[src/rtl/chimera_fixture_pkg.sv]
`default_nettype none
// ============================================================================
// Module  : chimera_fixture_pkg
// Brief   : Shared types, mode encodings and config table for the SoC fixture.
// Revision: 1.0
// ============================================================================
package chimera_fixture_pkg;

  typedef enum logic [2:0] {
    ST_HOLD  = 3'd0,
    ST_CHECK = 3'd1,
    ST_RUN   = 3'd2,
    ST_DRAIN = 3'd3,
    ST_DONE  = 3'd4,
    ST_FAULT = 3'd5
  } state_e;

  localparam logic [1:0] c_BOOT_IDLE  = 2'd0;
  localparam logic [1:0] c_BOOT_SD    = 2'd1;
  localparam logic [1:0] c_BOOT_AUTO0 = 2'd2;
  localparam logic [1:0] c_BOOT_AUTO1 = 2'd3;

  localparam logic [1:0] c_PRELOAD_JTAG  = 2'd0;
  localparam logic [1:0] c_PRELOAD_RSVD1 = 2'd1;
  localparam logic [1:0] c_PRELOAD_UART  = 2'd2;
  localparam logic [1:0] c_PRELOAD_RSVD3 = 2'd3;

  typedef struct packed {
    logic [31:0] scratch_addr;
  } cfg_t;

  function automatic cfg_t get_cfg(input int idx);
    cfg_t cfg;
    case (idx)
      1:       cfg.scratch_addr = 32'h0300_0010;
      default: cfg.scratch_addr = 32'h0300_0008;
    endcase
    return cfg;
  endfunction

  // SD boot is not modelled by the fixture; idle boot needs a real preload path.
  function automatic logic mode_faults(input logic [1:0] boot, input logic [1:0] preload);
    return (boot == c_BOOT_SD) ||
           ((boot == c_BOOT_IDLE) &&
            ((preload == c_PRELOAD_RSVD1) || (preload == c_PRELOAD_RSVD3)));
  endfunction

endpackage
`default_nettype wire

[src/rtl/chimera_fixture_uart_rx.sv]
`default_nettype none
// ============================================================================
// Module  : chimera_fixture_uart_rx
// Brief   : Mid-bit sampling 8N1 receiver watching the SoC UART TX line.
// Revision: 1.0
// ============================================================================
module chimera_fixture_uart_rx #(
  parameter int ClkPerBit = 16
) (
  input  logic       clk_i,
  input  logic       rst_i,
  input  logic       i_en,
  input  logic       i_rx,
  output logic       o_reading,
  output logic [7:0] o_byte,
  output logic       o_valid
);

  localparam int              c_TW        = $clog2(ClkPerBit);
  localparam logic [c_TW-1:0] c_BIT_LAST  = c_TW'(ClkPerBit - 1);
  localparam logic [c_TW-1:0] c_HALF_LAST = c_TW'(ClkPerBit / 2 - 1);
  localparam logic [3:0]      c_STOP_IDX  = 4'd9;

  logic            r_rx_q;
  logic            r_rx_prev;
  logic            r_reading;
  logic            r_valid;
  logic [c_TW-1:0] r_timer;
  logic [3:0]      r_bit_idx;
  logic [7:0]      r_shift;
  logic [7:0]      r_byte;
  logic            w_start;

  assign w_start = i_en && !r_reading && r_rx_prev && !r_rx_q;

  // Line idles high, so reset the synchroniser to 1 to avoid a false start.
  always_ff @(posedge clk_i) begin
    if (rst_i) begin
      r_rx_q    <= 1'b1;
      r_rx_prev <= 1'b1;
    end else begin
      r_rx_q    <= i_rx;
      r_rx_prev <= r_rx_q;
    end
  end

  always_ff @(posedge clk_i) begin
    if (rst_i) begin
      r_reading <= 1'b0;
      r_valid   <= 1'b0;
      r_timer   <= '0;
      r_bit_idx <= '0;
      r_shift   <= '0;
      r_byte    <= '0;
    end else begin
      r_valid <= 1'b0;
      if (!i_en) begin
        r_reading <= 1'b0;
        r_timer   <= '0;
        r_bit_idx <= '0;
      end else if (w_start) begin
        r_reading <= 1'b1;
        r_timer   <= c_HALF_LAST;
        r_bit_idx <= '0;
      end else if (r_reading) begin
        if (r_timer != '0) begin
          r_timer <= r_timer - 1'b1;
        end else begin
          r_timer   <= c_BIT_LAST;
          r_bit_idx <= r_bit_idx + 4'd1;
          if (r_bit_idx == 4'd0) begin
            if (r_rx_q) r_reading <= 1'b0;
          end else if (r_bit_idx == c_STOP_IDX) begin
            r_reading <= 1'b0;
            r_byte    <= r_shift;
            r_valid   <= 1'b1;
          end else begin
            r_shift <= {r_rx_q, r_shift[7:1]};
          end
        end
      end
    end
  end

  assign o_reading = r_reading;
  assign o_byte    = r_byte;
  assign o_valid   = r_valid;

endmodule
`default_nettype wire

[src/rtl/chimera_soc_fixture.sv]
`default_nettype none
// ============================================================================
// Module  : chimera_soc_fixture
// Brief   : SoC reset/boot sequencer, EOC detector and UART-aware finish gate.
// Revision: 1.0
// ============================================================================
module chimera_soc_fixture
  import chimera_fixture_pkg::*;
#(
  parameter int SelectedCfg = 0,
  parameter int ResetCycles = 16,
  parameter int ClkPerBit   = 16
) (
  input  logic        clk_i,
  input  logic        rst_i,
  input  logic [1:0]  boot_mode_i,
  input  logic [1:0]  preload_mode_i,
  output logic        soc_rst_no,
  output logic [1:0]  boot_mode_o,
  input  logic        reg_we_i,
  input  logic [31:0] reg_addr_i,
  input  logic [31:0] reg_wdata_i,
  input  logic        uart_tx_i,
  output logic        uart_reading_byte_o,
  output logic [7:0]  uart_byte_o,
  output logic        uart_byte_valid_o,
  output logic        eoc_o,
  output logic [31:0] exit_code_o,
  output logic        fault_o,
  output logic        finish_o
);

  localparam cfg_t            c_CFG          = get_cfg(SelectedCfg);
  localparam logic [31:0]     c_SCRATCH_ADDR = c_CFG.scratch_addr;
  localparam int              c_CW           = (ResetCycles > 1) ? $clog2(ResetCycles) : 1;
  localparam logic [c_CW-1:0] c_CNT_LAST     = c_CW'(ResetCycles - 1);

  state_e          r_state;
  state_e          w_state_nxt;
  logic [c_CW-1:0] r_cnt;
  logic [1:0]      r_boot_mode;
  logic            r_eoc;
  logic [31:0]     r_exit_code;
  logic            w_eoc_hit;
  logic            w_soc_rst_n;
  logic            w_fault;
  logic            w_finish;
  logic            w_uart_reading;

  assign w_eoc_hit = reg_we_i && (reg_addr_i == c_SCRATCH_ADDR) && reg_wdata_i[0];

  always_ff @(posedge clk_i) begin
    if (rst_i) begin
      r_state     <= ST_HOLD;
      r_cnt       <= '0;
      r_boot_mode <= '0;
      r_eoc       <= 1'b0;
      r_exit_code <= '0;
    end else begin
      r_state <= w_state_nxt;
      if (r_state == ST_HOLD) begin
        r_cnt <= r_cnt + 1'b1;
        // HOLD is only entered from reset, so cnt==0 marks its first cycle.
        if (r_cnt == '0) r_boot_mode <= boot_mode_i;
      end
      if ((r_state == ST_RUN) && w_eoc_hit) begin
        r_eoc       <= 1'b1;
        r_exit_code <= {1'b0, reg_wdata_i[31:1]};
      end
    end
  end

  always_comb begin
    w_state_nxt = r_state;
    w_soc_rst_n = 1'b0;
    w_fault     = 1'b0;
    w_finish    = 1'b0;
    case (r_state)
      ST_HOLD: begin
        if (r_cnt == c_CNT_LAST) w_state_nxt = ST_CHECK;
      end
      ST_CHECK: begin
        w_state_nxt = mode_faults(r_boot_mode, preload_mode_i) ? ST_FAULT : ST_RUN;
      end
      ST_RUN: begin
        w_soc_rst_n = 1'b1;
        if (w_eoc_hit) w_state_nxt = ST_DRAIN;
      end
      ST_DRAIN: begin
        w_soc_rst_n = 1'b1;
        if (!w_uart_reading) w_state_nxt = ST_DONE;
      end
      ST_DONE: begin
        w_soc_rst_n = 1'b1;
        w_finish    = 1'b1;
      end
      ST_FAULT: begin
        w_fault = 1'b1;
      end
      default: begin
        w_state_nxt = ST_HOLD;
      end
    endcase
  end

  chimera_fixture_uart_rx #(
    .ClkPerBit (ClkPerBit)
  ) u_uart_rx (
    .clk_i     (clk_i),
    .rst_i     (rst_i),
    .i_en      (w_soc_rst_n),
    .i_rx      (uart_tx_i),
    .o_reading (w_uart_reading),
    .o_byte    (uart_byte_o),
    .o_valid   (uart_byte_valid_o)
  );

  assign soc_rst_no          = w_soc_rst_n;
  assign boot_mode_o         = r_boot_mode;
  assign uart_reading_byte_o = w_uart_reading;
  assign eoc_o               = r_eoc;
  assign exit_code_o         = r_exit_code;
  assign fault_o             = w_fault;
  assign finish_o            = w_finish;

endmodule
`default_nettype wire

[config.mk]
export PLATFORM = sky130hd
export DESIGN_NAME = chimera_soc_fixture
export DESIGN_NICKNAME = d
export VERILOG_FILES = /design/src/rtl/chimera_fixture_pkg.sv /design/src/rtl/chimera_fixture_uart_rx.sv /design/src/rtl/chimera_soc_fixture.sv
export SDC_FILE = /design/constraint.sdc
export NUM_CORES = 1
export LEC_CHECK = 0
export ABC_AREA = 1
export ABC_CLOCK_PERIOD_IN_PS = 1600
export CAP_MARGIN = 20
export CORE_MARGIN = 4
export CORE_UTILIZATION = 39
export CTS_CLUSTER_DIAMETER = 150
export CTS_CLUSTER_SIZE = 28
export DETAILED_ROUTE_END_ITERATION = 8
export MAX_ROUTING_LAYER = met4
export PLACE_DENSITY = 0.73
export SLEW_MARGIN = 30
export SYNTH_ARGS = -nofsm -noshare
export SYNTH_HDL_FRONTEND = slang
export SYNTH_SLANG_ARGS = --single-unit
[constraint.sdc]
create_clock -name clk_i -period 1.6 [get_ports clk_i]
set_input_delay 0.48 -clock clk_i [delete_from_list [all_inputs] [get_ports clk_i]]
set_output_delay 0.48 -clock clk_i [all_outputs]
set_load 0.05 [all_outputs]
; ---- Word level (Yosys, flattened, before mapping)
; Cells that the tools add are included.
[classes]
add_sub_neg = 3
n_mux = 18
bitwise_logic = 7
n_reduce_logical = 27
n_eq_ne = 14
[op_table]
columns = operator, count
row1 = $eq A32 B26 Y1 const B, 1
row2 = $mux W3, 6
row3 = $pmux W3 S5, 1
row4 = $reduce_and A6 Y1, 2
row5 = $mux W1, 10
row6 = $add A4 B1 Y4 const B, 2
row7 = $eq A4 B4 Y1 const B, 2
row8 = $logic_not A4 Y1, 2
row9 = $logic_and A1 B1 Y1, 7
row10 = $not A1 Y1, 7
row11 = $eq A3 B2 Y1 const B, 2
row12 = $eq A3 B3 Y1 const B, 2
row13 = $reduce_or A3 Y1, 2
row14 = $reduce_or A6 Y1, 1
row15 = $eq A2 B1 Y1 const B, 2
row16 = $mux W4, 1
row17 = $ne A2 B2 Y1 const B, 2
row18 = $reduce_and A2 Y1, 2
row19 = $reduce_and A4 Y1, 1
row20 = $reduce_bool A4 Y1, 1
row21 = $reduce_or A2 Y1, 2
row22 = $sub A4 B1 Y4 const B, 1
row23 = $eq A3 B1 Y1 const B, 1
row24 = $logic_not A3 Y1, 1
row25 = 6 further kinds, 8
[word_totals]
wordCells = 83
reg_bits = 69
out_inout_bits = 48
in_bits = 72

; ---- Depth between registers and ports, before layout
; Gate-level depths: netlist of the first run.
[logic_depth]
depth_word = 8
ltp_mapped = 12
mapped_depth_nobuf = 10

; ---- By module
; Synthesis of the first run repeated with hierarchy kept, for this count alone.
[unflattened]
hier_cells = 578
hier_area_um2 = 3702.3
[modules_own_cells]
columns = module, area_each_um2, n_inst, cells_each, seq_area_each_um2
row1 = chimera_soc_fixture, 2329.7, 1, 391, 820.8
row2 = chimera_fixture_uart_rx, 1372.6, 1, 187, 560.5

; ---- Worst setup path before layout of the first run
; OpenSTA, ideal clock, no wires.
[synth_timing]
path_kind = flip-flop to flip-flop
start = register u_uart_rx.r_reading, in the netlist u_uart_rx.o_reading
end = register u_uart_rx.r_shift[7]
t_required_ps = 1481
path_stages_with_launch = 8
path_buffers = 2
arrival_ps = 1680
setup_slack_ps = -200
setup_time_ps = 119
synth_period_minus_slack_ps = 1800
cell_sequence = dfxtp_1 buf_4 inv_1 nor2_4 nand4_2 buf_4 o21ai_0 a21oi_1
[synth_between]
elab_chain_cells = 6
[synth_rtl]
columns = item, line_no
row1 = from (decl), chimera_fixture_uart_rx.sv:26  ; logic r_reading;
row2 = from (signal assigned), chimera_fixture_uart_rx.sv:49  ; r_reading <= 1'b0;
row3 = from (signal assigned), chimera_fixture_uart_rx.sv:58  ; r_reading <= 1'b0;
row4 = from (signal assigned), chimera_fixture_uart_rx.sv:62  ; r_reading <= 1'b1;
row5 = $logic_not A1 Y1, chimera_fixture_uart_rx.sv:34  ; assign w_start = i_en && !r_reading && r_rx_prev && !r_rx_q;
row6 = $logic_and A1 B1 Y1 (3 in series), chimera_fixture_uart_rx.sv:34
row7 = $not A1 Y1 (no source line), --
row8 = $reduce_and A6 Y1 (no source line) *, --
row9 = to (signal assigned), chimera_fixture_uart_rx.sv:78  ; r_shift <= {r_rx_q, r_shift[7:1]};
row10 = to (decl), chimera_fixture_uart_rx.sv:30  ; logic [7:0] r_shift;
; Every way passes the cells marked *; elsewhere a longest branch is shown, timed or not.
; A chain may end at the register's enable or synchronous reset.

; ---- Worst setup path in the final report of the first run
[layout_timing]
start = register r_state[2]
end = output soc_rst_no
[layout_between]
elab_chain_cells = 3
word_cells_on_any_way = 5
cone_classes = 3 x eq/ne / 1 x mux / 1 x reduce/logical
[layout_rtl]
columns = item, line_no
row1 = from (decl), chimera_soc_fixture.sv:38  ; state_e r_state;
row2 = from (signal assigned), chimera_soc_fixture.sv:60  ; r_state <= w_state_nxt;
row3 = $eq A3 B2 Y1 / $eq A3 B3 Y1 (equally long branches), chimera_soc_fixture.sv:78  ; case (r_state)
row4 = $reduce_or A3 Y1 (no source line) *, --
row5 = $mux W1 *, chimera_soc_fixture.sv:78
row6 = to (decl), chimera_soc_fixture.sv:18  ; output logic soc_rst_no,
; Marks and branches as above.

==> results of run 1 <==
how the worst min path moves through the flow:
stage / cells past startpoint / end / slack [ns] / startpoint
4_1_cts: 2 / u_uart_rx.r_shift[0] / 0.47 / u_uart_rx.r_shift[0]
2_1_floorplan: 2 / u_uart_rx.r_shift[0] / 0.42 / u_uart_rx.r_shift[0]
3_3_place_gp: 2 / u_uart_rx.r_shift[0] / 0.44 / u_uart_rx.r_shift[0]
3_5_place_dp: 2 / u_uart_rx.r_shift[0] / 0.45 / u_uart_rx.r_shift[0]
5_1_grt: 2 / u_uart_rx.r_shift[5] / 0.48 / u_uart_rx.r_shift[5]
6_report: 2 / u_uart_rx.r_shift[0] / 0.47 / u_uart_rx.r_shift[0]
state kept, by name (all words and copies together), names as in the netlist:
name                 cells
boot_mode_o              2
eoc_o                    1
exit_code_o             31
r_cnt                    4
r_state                  3
u_uart_rx.o_byte         8
u_uart_rx.o_reading      1
u_uart_rx.o_valid        1
u_uart_rx.r_bit_idx      4
u_uart_rx.r_rx_prev      1
u_uart_rx.r_rx_q         1
u_uart_rx.r_shift        8
u_uart_rx.r_timer        4
critical path, stage by stage (launching register included):
cell and delay (ns):
dfxtp_4 0.36, nor2_4 0.17, nand2_4 0.09, nand3_4 0.09, buf_12 0.14
stage by stage:
stage / TNS, ns / util (%) / area [µm²]
floorplan: 0 / - / 3600
global placement: -16.54 / 61.7 / 5460
detailed placement: -18.10 / 61.7 / 5460
CTS: -0.126 / 65.8 / 5820
global route: -1.15 / 67.0 / 5930
finish: -0.111 / 67.0 / 5930
layer usage:
metal	routed length, µm	part of all wire (%)	global-route usage (%)	up-vias
li1	-	-	-	1959
met1	4220	40	22.6	1748
met2	5530	52	34.7	142
met3	717	6.8	5.46	15
met4	126	1.2	4.75	0
met5	0	0	-	-
placed cells by master, fill, tap and decap left out, drive strengths merged, types with 6 or more instances in the layout:
| cell type | n |
|---|---|
| o21ai | 16 |
| nand4 | 38 |
| a211oi | 8 |
| clkdlybuf4s15 | 9 |
| nand2 | 103 |
| nand3 | 18 |
| nor2 | 94 |
| buf | 81 |
| clkdlybuf4s50 | 36 |
| ha | 6 |
| inv | 148 |
| dfxtp | 69 |
| clkbuf | 19 |
| a21oi | 19 |
| dlygate4sd2 | 14 |
area by class of cell:
cell class / instances / area (µm²)
repair buffers: 151 / 1990
flip-flops and latches: 69 / 1400
clock inverters: 2 / 35.0
inverters: 148 / 558
clock buffers: 11 / 151
multi-input cells: 318 / 1660
fillers: 740 / 2920
well taps: 108 / 135
report_power, final:
group	total, µW	switching [µW]	internal, µW	leakage (µW)
sequential	1920	110	1810	0.000560
combinational	1360	788	567	0.00208
clock	1390	616	777	0.0000971
repair_timing:
action                                  CTS  global route
setup buffers                             9             6
gates cloned                              3             2
resized for setup                        58            51
pin swaps                                29            33
endpoints found under the setup margin   43            56
cell families after synthesis:
| group | after synthesis | share of synthesized area, % |
|---|---|---|
| compound gates | 47 | 7.31 |
| xor+xnor | 1 | 0.244 |
| simple gates | 261 | 32.6 |
| flops | 69 | 38.5 |
| other cells | 1 | 0.104 |
| buf+inv | 171 | 19.2 |
| fa+ha+maj | 6 | 2.09 |
==> summary.txt, run 1 <==
Outcome
  – Status: complete, but fails checks
  – Violations in the final reports: setup timing

Detailed routing
  – First drt pass iteration count: 5
  – DRC: 0
  – Routed Antenna Nets: 0
  – Final wirelength: 10.6 mm
  – Initial DRC count: 217
  – Via Count: 3864
  – Routed len/inst: 13.1 µm
  – Vias per std cell: 4.79

Critical path
  – Worst r2r path cells: 9
  – Start of the worst register-to-register path: r_state[2]
  – Critical R2R Capture: exit_code_o[22]
  – Worst Setup SP: r_state[2]
  – Worst Setup EP: soc_rst_no
  – Crit path max fanout: 4
  – Reg2reg setup slack: 0.02 ns
  – Nature of the critical path endpoint: output pin
  – Critical path data arrival time: 1.19 ns
  – Setup Crit Path Kind: flip-flop to output pin
  – CP required: 1.12 ns
  – Setup crit start kind: flip-flop

Floorplan
  – Die area: 0.0108 mm²
  – Initial Utilization: 40.6%
  – Chip height: 104 µm
  – Die X: 104 µm
  – Area of the core: 0.00885 mm²
  – Cell Rows: 34
  – I/O pin total: 120

Yosys
  – Synth area leaders: dfxtp_1 38%, inv_1 15%, nand2_1 11%, nor2_1 9.5%, nand4_1 6.3%
  – Async S/R FF share, synth: 0%
  – Avg Inst Size Synth: 6.46 µm²
  – Post-synth top flop: dfxtp_1
  – Synth top area share: 38.5%
  – Sequential element share of the synthesized area: 38.5%
  – Post-Syn Nets: 634
  – Post-synth cell types: 31
  – Most common library cells after synthesis: 147 x inv_1, 103 x nand2_1, 91 x nor2_1
  – Count leader, synth: inv_1
  – Mapped Cells: 556
  – Synth warnings: 0
  – Leading area contributor after synthesis: dfxtp_1
  – Flops & latches, synth: 69
  – Cell area after synthesis: 0.00359 mm²
  – Post-synth EDFFs: 0

Clock network
  – Worst-path clk slew: 0.07 ns
  – TritonCTS buffer count: 9
  – Clk sink count: 69
  – H-tree depth: 3
  – CTS root buf: clkbuf_8
  – Worst-Skew Late Latency: 0.34 ns
  – Clock buffer depth: 2
  – CTS Hold Bufs: 0
  – CTS tree: yes

STA
  – Count of final hold-check violations: 0
  – Setup ws final: -0.0676 ns
  – Count of pins over their slew limit: 0
  – RSZ-0062 raised after global routing: true
  – Fin Hold WS: 0.466 ns
  – Final setup viols: 2
  – Clock Skew: 0.00846 ns
  – Fmax achieved: 600 MHz
  – Final worst-path cycle share: 104%
  – Minimum clock period: 1.67 ns

Placed design
  – Final Wtd Congestion: 0.804
  – Placement Setup Slack: -0.572 ns
  – Buffers added on ports: 117
  – HPWL Detailed: 7.20 mm
  – Placed cells: 777

Pwr
  – Maximum VDD drop: 0.981 mV
  – P_leak: 0.00274 µW
  – Total power: 4670 µW
  – Pwr Density: 787 mW/mm²

Global routing
  – Initial antenna violation count: 0
  – Number of global-route vias before repair: 3779
  – First-pass GRT wire length: 17.4 mm
  – Largest net degree at the start of global routing: 24
  – Gr usage total: 19.9%
  – Gr ovfl total: 0

Flow run
  – Max Cap Violations: 0

Final layout
  – Diodes inserted: 0
  – Fin nets: 775
  – Layout cells sized above 1: 20.6%
  – Finished Layout Cells: 807
  – Area delta synth->final: 65.1%

Worst hold path
  – Worst hold path class: flip-flop to flip-flop
(Power assumes the default switching activity.)
==> inputs of run 2 (changes only) <==
--- a/config.mk
+++ b/config.mk
@@ -9,13 +9,13 @@
 export ABC_CLOCK_PERIOD_IN_PS = 1600
 export CAP_MARGIN = 20
 export CORE_MARGIN = 4
-export CORE_UTILIZATION = 39
+export CORE_UTILIZATION = 42
 export CTS_CLUSTER_DIAMETER = 150
 export CTS_CLUSTER_SIZE = 28
 export DETAILED_ROUTE_END_ITERATION = 8
 export MAX_ROUTING_LAYER = met4
-export PLACE_DENSITY = 0.73
-export SLEW_MARGIN = 30
+export PLACE_DENSITY = 0.77
+export SLEW_MARGIN = 20
 export SYNTH_ARGS = -nofsm -noshare
 export SYNTH_HDL_FRONTEND = slang
 export SYNTH_SLANG_ARGS = --single-unit
==> summary.txt, run 2 (same netlist as run 1, synthesis figures left out) <==
Floorplan
  – I/O pin total: 120 (unchanged)
  – Die area: 0.0101 mm² (-6.6%)
  – Die X: 100 µm (-3.4%)
  – Initial Utilization: 43.5% (+2.9 points)
  – Cell Rows: 33 (-2.9%)
  – Area of the core: 0.00826 mm² (-6.7%)
  – Chip height: 100 µm (-3.4%)

Final layout
  – Final Core Density: 74.0% (+7.0 points)
  – Filler Cell Count: 571 (-23%)
  – Layout cells sized above 1: 21.8% (+1.2 points)
  – Fin nets: 781 (+0.77%)
  – Max reg flops: 31 (unchanged)
  – Final instance area: 0.00611 mm² (+3.1%)
  – Most frequent cells in the layout: 140 x inv_1, 99 x nand2_1, 83 x nor2_1
  – Area delta synth->final: 70.1%
  – Most common cell after layout, fill and taps aside: inv_1
  – Finished Layout Cells: 812 (+0.62%)
  – Diodes inserted: 0 (unchanged)

STA
  – Final setup viols: 1 (-1)
  – Fmax achieved: 595 MHz (-0.81%)
  – Setup TNS: -0.0812 ns (+0.0296 ns)
  – RSZ-0062 raised after global routing: true
  – Count of final hold-check violations: 0 (unchanged)
  – Setup ws final: -0.0812 ns (-0.0136 ns)
  – Count of pins over their slew limit: 0 (unchanged)
  – Clock Skew: 0.00850 ns (+0.0000368 ns)
  – Final worst-path cycle share: 105% (+0.85 points)
  – Minimum clock period: 1.68 ns (+0.0136 ns)

Placed design
  – Placed cells: 774 (-0.39%)
  – Final Wtd Congestion: 0.823 (+2.3%)
  – HPWL Detailed: 7.41 mm (+2.9%)
  – Buffers added on ports: 117 (unchanged)
  – Placement Setup Slack: -0.648 ns (-0.0761 ns)
  – Dpl cell area: 0.00546 mm² (+0.16%)

Global routing
  – First-pass GRT wire length: 16.8 mm (-3.7%)
  – Gr usage total: 21.0% (+1.2 points)
  – Number of global-route vias before repair: 3787 (+0.21%)
  – Initial antenna violation count: 0 (unchanged)
  – Largest net degree at the start of global routing: 24 (unchanged)
  – Gr ovfl total: 0 (unchanged)

Clock network
  – TritonCTS buffer count: 9 (unchanged)
  – CTS tree: yes
  – CTS Hold Bufs: 0 (unchanged)
  – CTS root buf: clkbuf_8
  – Worst-path clk slew: 0.07 ns (about the same)
  – Clock buffer depth: 2 (unchanged)
  – H-tree depth: 3 (unchanged)
  – Worst-Skew Late Latency: 0.35 ns (about the same)
  – Clk sink count: 69 (unchanged)

Critical path
  – Critical path data arrival time: 1.20 ns (about the same)
  – Setup crit start kind: flip-flop
  – Delay-heaviest family, CP: flip-flops
  – Worst path cell trace: nor2_4 > nand2_4 > nand3_4 > buf_12
  – Nature of the critical path endpoint: output pin
  – CP required: 1.12 ns (about the same)
  – Bufs and invs on worst path: 1 (unchanged)
  – Slowest-stage cell, CP: dfxtp_4
  – Max incr delay on CP: 0.37 ns (about the same)
  – Setup Crit Path Kind: flip-flop to output pin
  – Crit path max fanout: 5 (+1)

Detailed routing
  – Initial DRC count: 244 (+12%)
  – Final wirelength: 11.6 mm (+9.9%)
  – First drt pass iteration count: 7 (+2)
  – Vias per std cell: 4.97 (+3.8%)
  – DRC: 0 (unchanged)
  – Routed len/inst: 14.3 µm (+9.3%)
  – Via Count: 4035 (+4.4%)
  – Routed Antenna Nets: 0 (unchanged)

Flow run
  – Max Cap Violations: 0 (unchanged)

Pwr
  – Sw Ratio: 33.4% (+1.0 points)
  – Pwr Density: 792 mW/mm² (+0.65%)
  – Combinational share of power: 31.4% (+2.4 points)
  – P_leak: 0.00285 µW (+4.0%)
  – Maximum VDD drop: 0.699 mV (-29%)
  – Clock share of power: 28.8% (-1.0 points)
  – Seq pwr share: 39.8% (-1.3 points)
  – NetSw: 1620 µW (+7.0%)
  – Int Pwr: 3220 µW (+2.2%)

Outcome
  – Violations in the final reports: setup timing
  – Status: complete, but fails checks

Worst hold path
  – Worst hold path class: flip-flop to flip-flop
[run 2: worst reg2reg max path, stage by stage, from the launching register on]
cell     delay (ns)
dfxtp_4        0.39
inv_4          0.06
buf_4          0.13
buf_4          0.13
nand2_2        0.11
nor2_1         0.06
nor2_2         0.17
nand3_1        0.16
a21oi_2        0.18
nor2_1         0.07
[run 2: power groups by stage]
| stage | Clock (µW) | Combinational [µW] | Sequential, µW |
|---|---|---|---|
| after floorplan | 0 | 668 | 1950 |
| after global placement | 0 | 1240 | 1910 |
| after detailed placement | 0 | 1280 | 1920 |
| after CTS | 1400 | 1350 | 1900 |
| after global routing | 1480 | 1640 | 1940 |
| final | 1390 | 1520 | 1930 |
[run 2: worst paths after layout]
path                                            from                   end  slack, ns  cells past startpoint
worst max-delay path                      r_state[0]            soc_rst_no      -0.08                      4
worst min-delay path            u_uart_rx.r_shift[0]  u_uart_rx.r_shift[0]       0.46                      2
worst max register to register            r_state[1]            r_state[2]       0.04                      9
worst min register to register  u_uart_rx.r_shift[0]  u_uart_rx.r_shift[0]       0.46                      2
[run 2: layout make-up]
cell class	instances	area, µm²	area share [%]
timing repair buffer	157	2130	34.9
multi-input combinational	318	1710	28.0
sequential	69	1400	22.9
inverter	148	558	9.13
clock buffer	13	149	2.44
tap	105	131	2.15
clock inverter	2	35.0	0.573
[run 2: stage by stage]
| step | power [µW] | hold slack (ns) |
|---|---|---|
| 2_1_floorplan | 2620 | 0.424 |
| 3_3_place_gp | 3160 | 0.438 |
| 3_5_place_dp | 3200 | 0.455 |
| 4_1_cts | 4650 | 0.466 |
| 5_1_grt | 5060 | 0.496 |
| 6_report | 4840 | 0.463 |
[run 2: layer usage]
metal | vias to the layer above | GRT usage (%) | wire (µm) | part of all wire [%]
met5 | - | - | 0 | 0
met4 | 0 | 4.35 | 385 | 3.3
met3 | 49 | 5.54 | 855 | 7.3
met2 | 168 | 38.3 | 6090 | 52
met1 | 1841 | 23.0 | 4320 | 37
li1 | 1977 | - | - | -
[run 2: what timing repair did]
action / 4_1_cts / 5_1_grt
gates resized for setup: 55 / 73
endpoints found under the setup margin: 43 / 55
pin swaps: 7 / 37
setup buffers: 10 / 7
cloned: 3 / 5
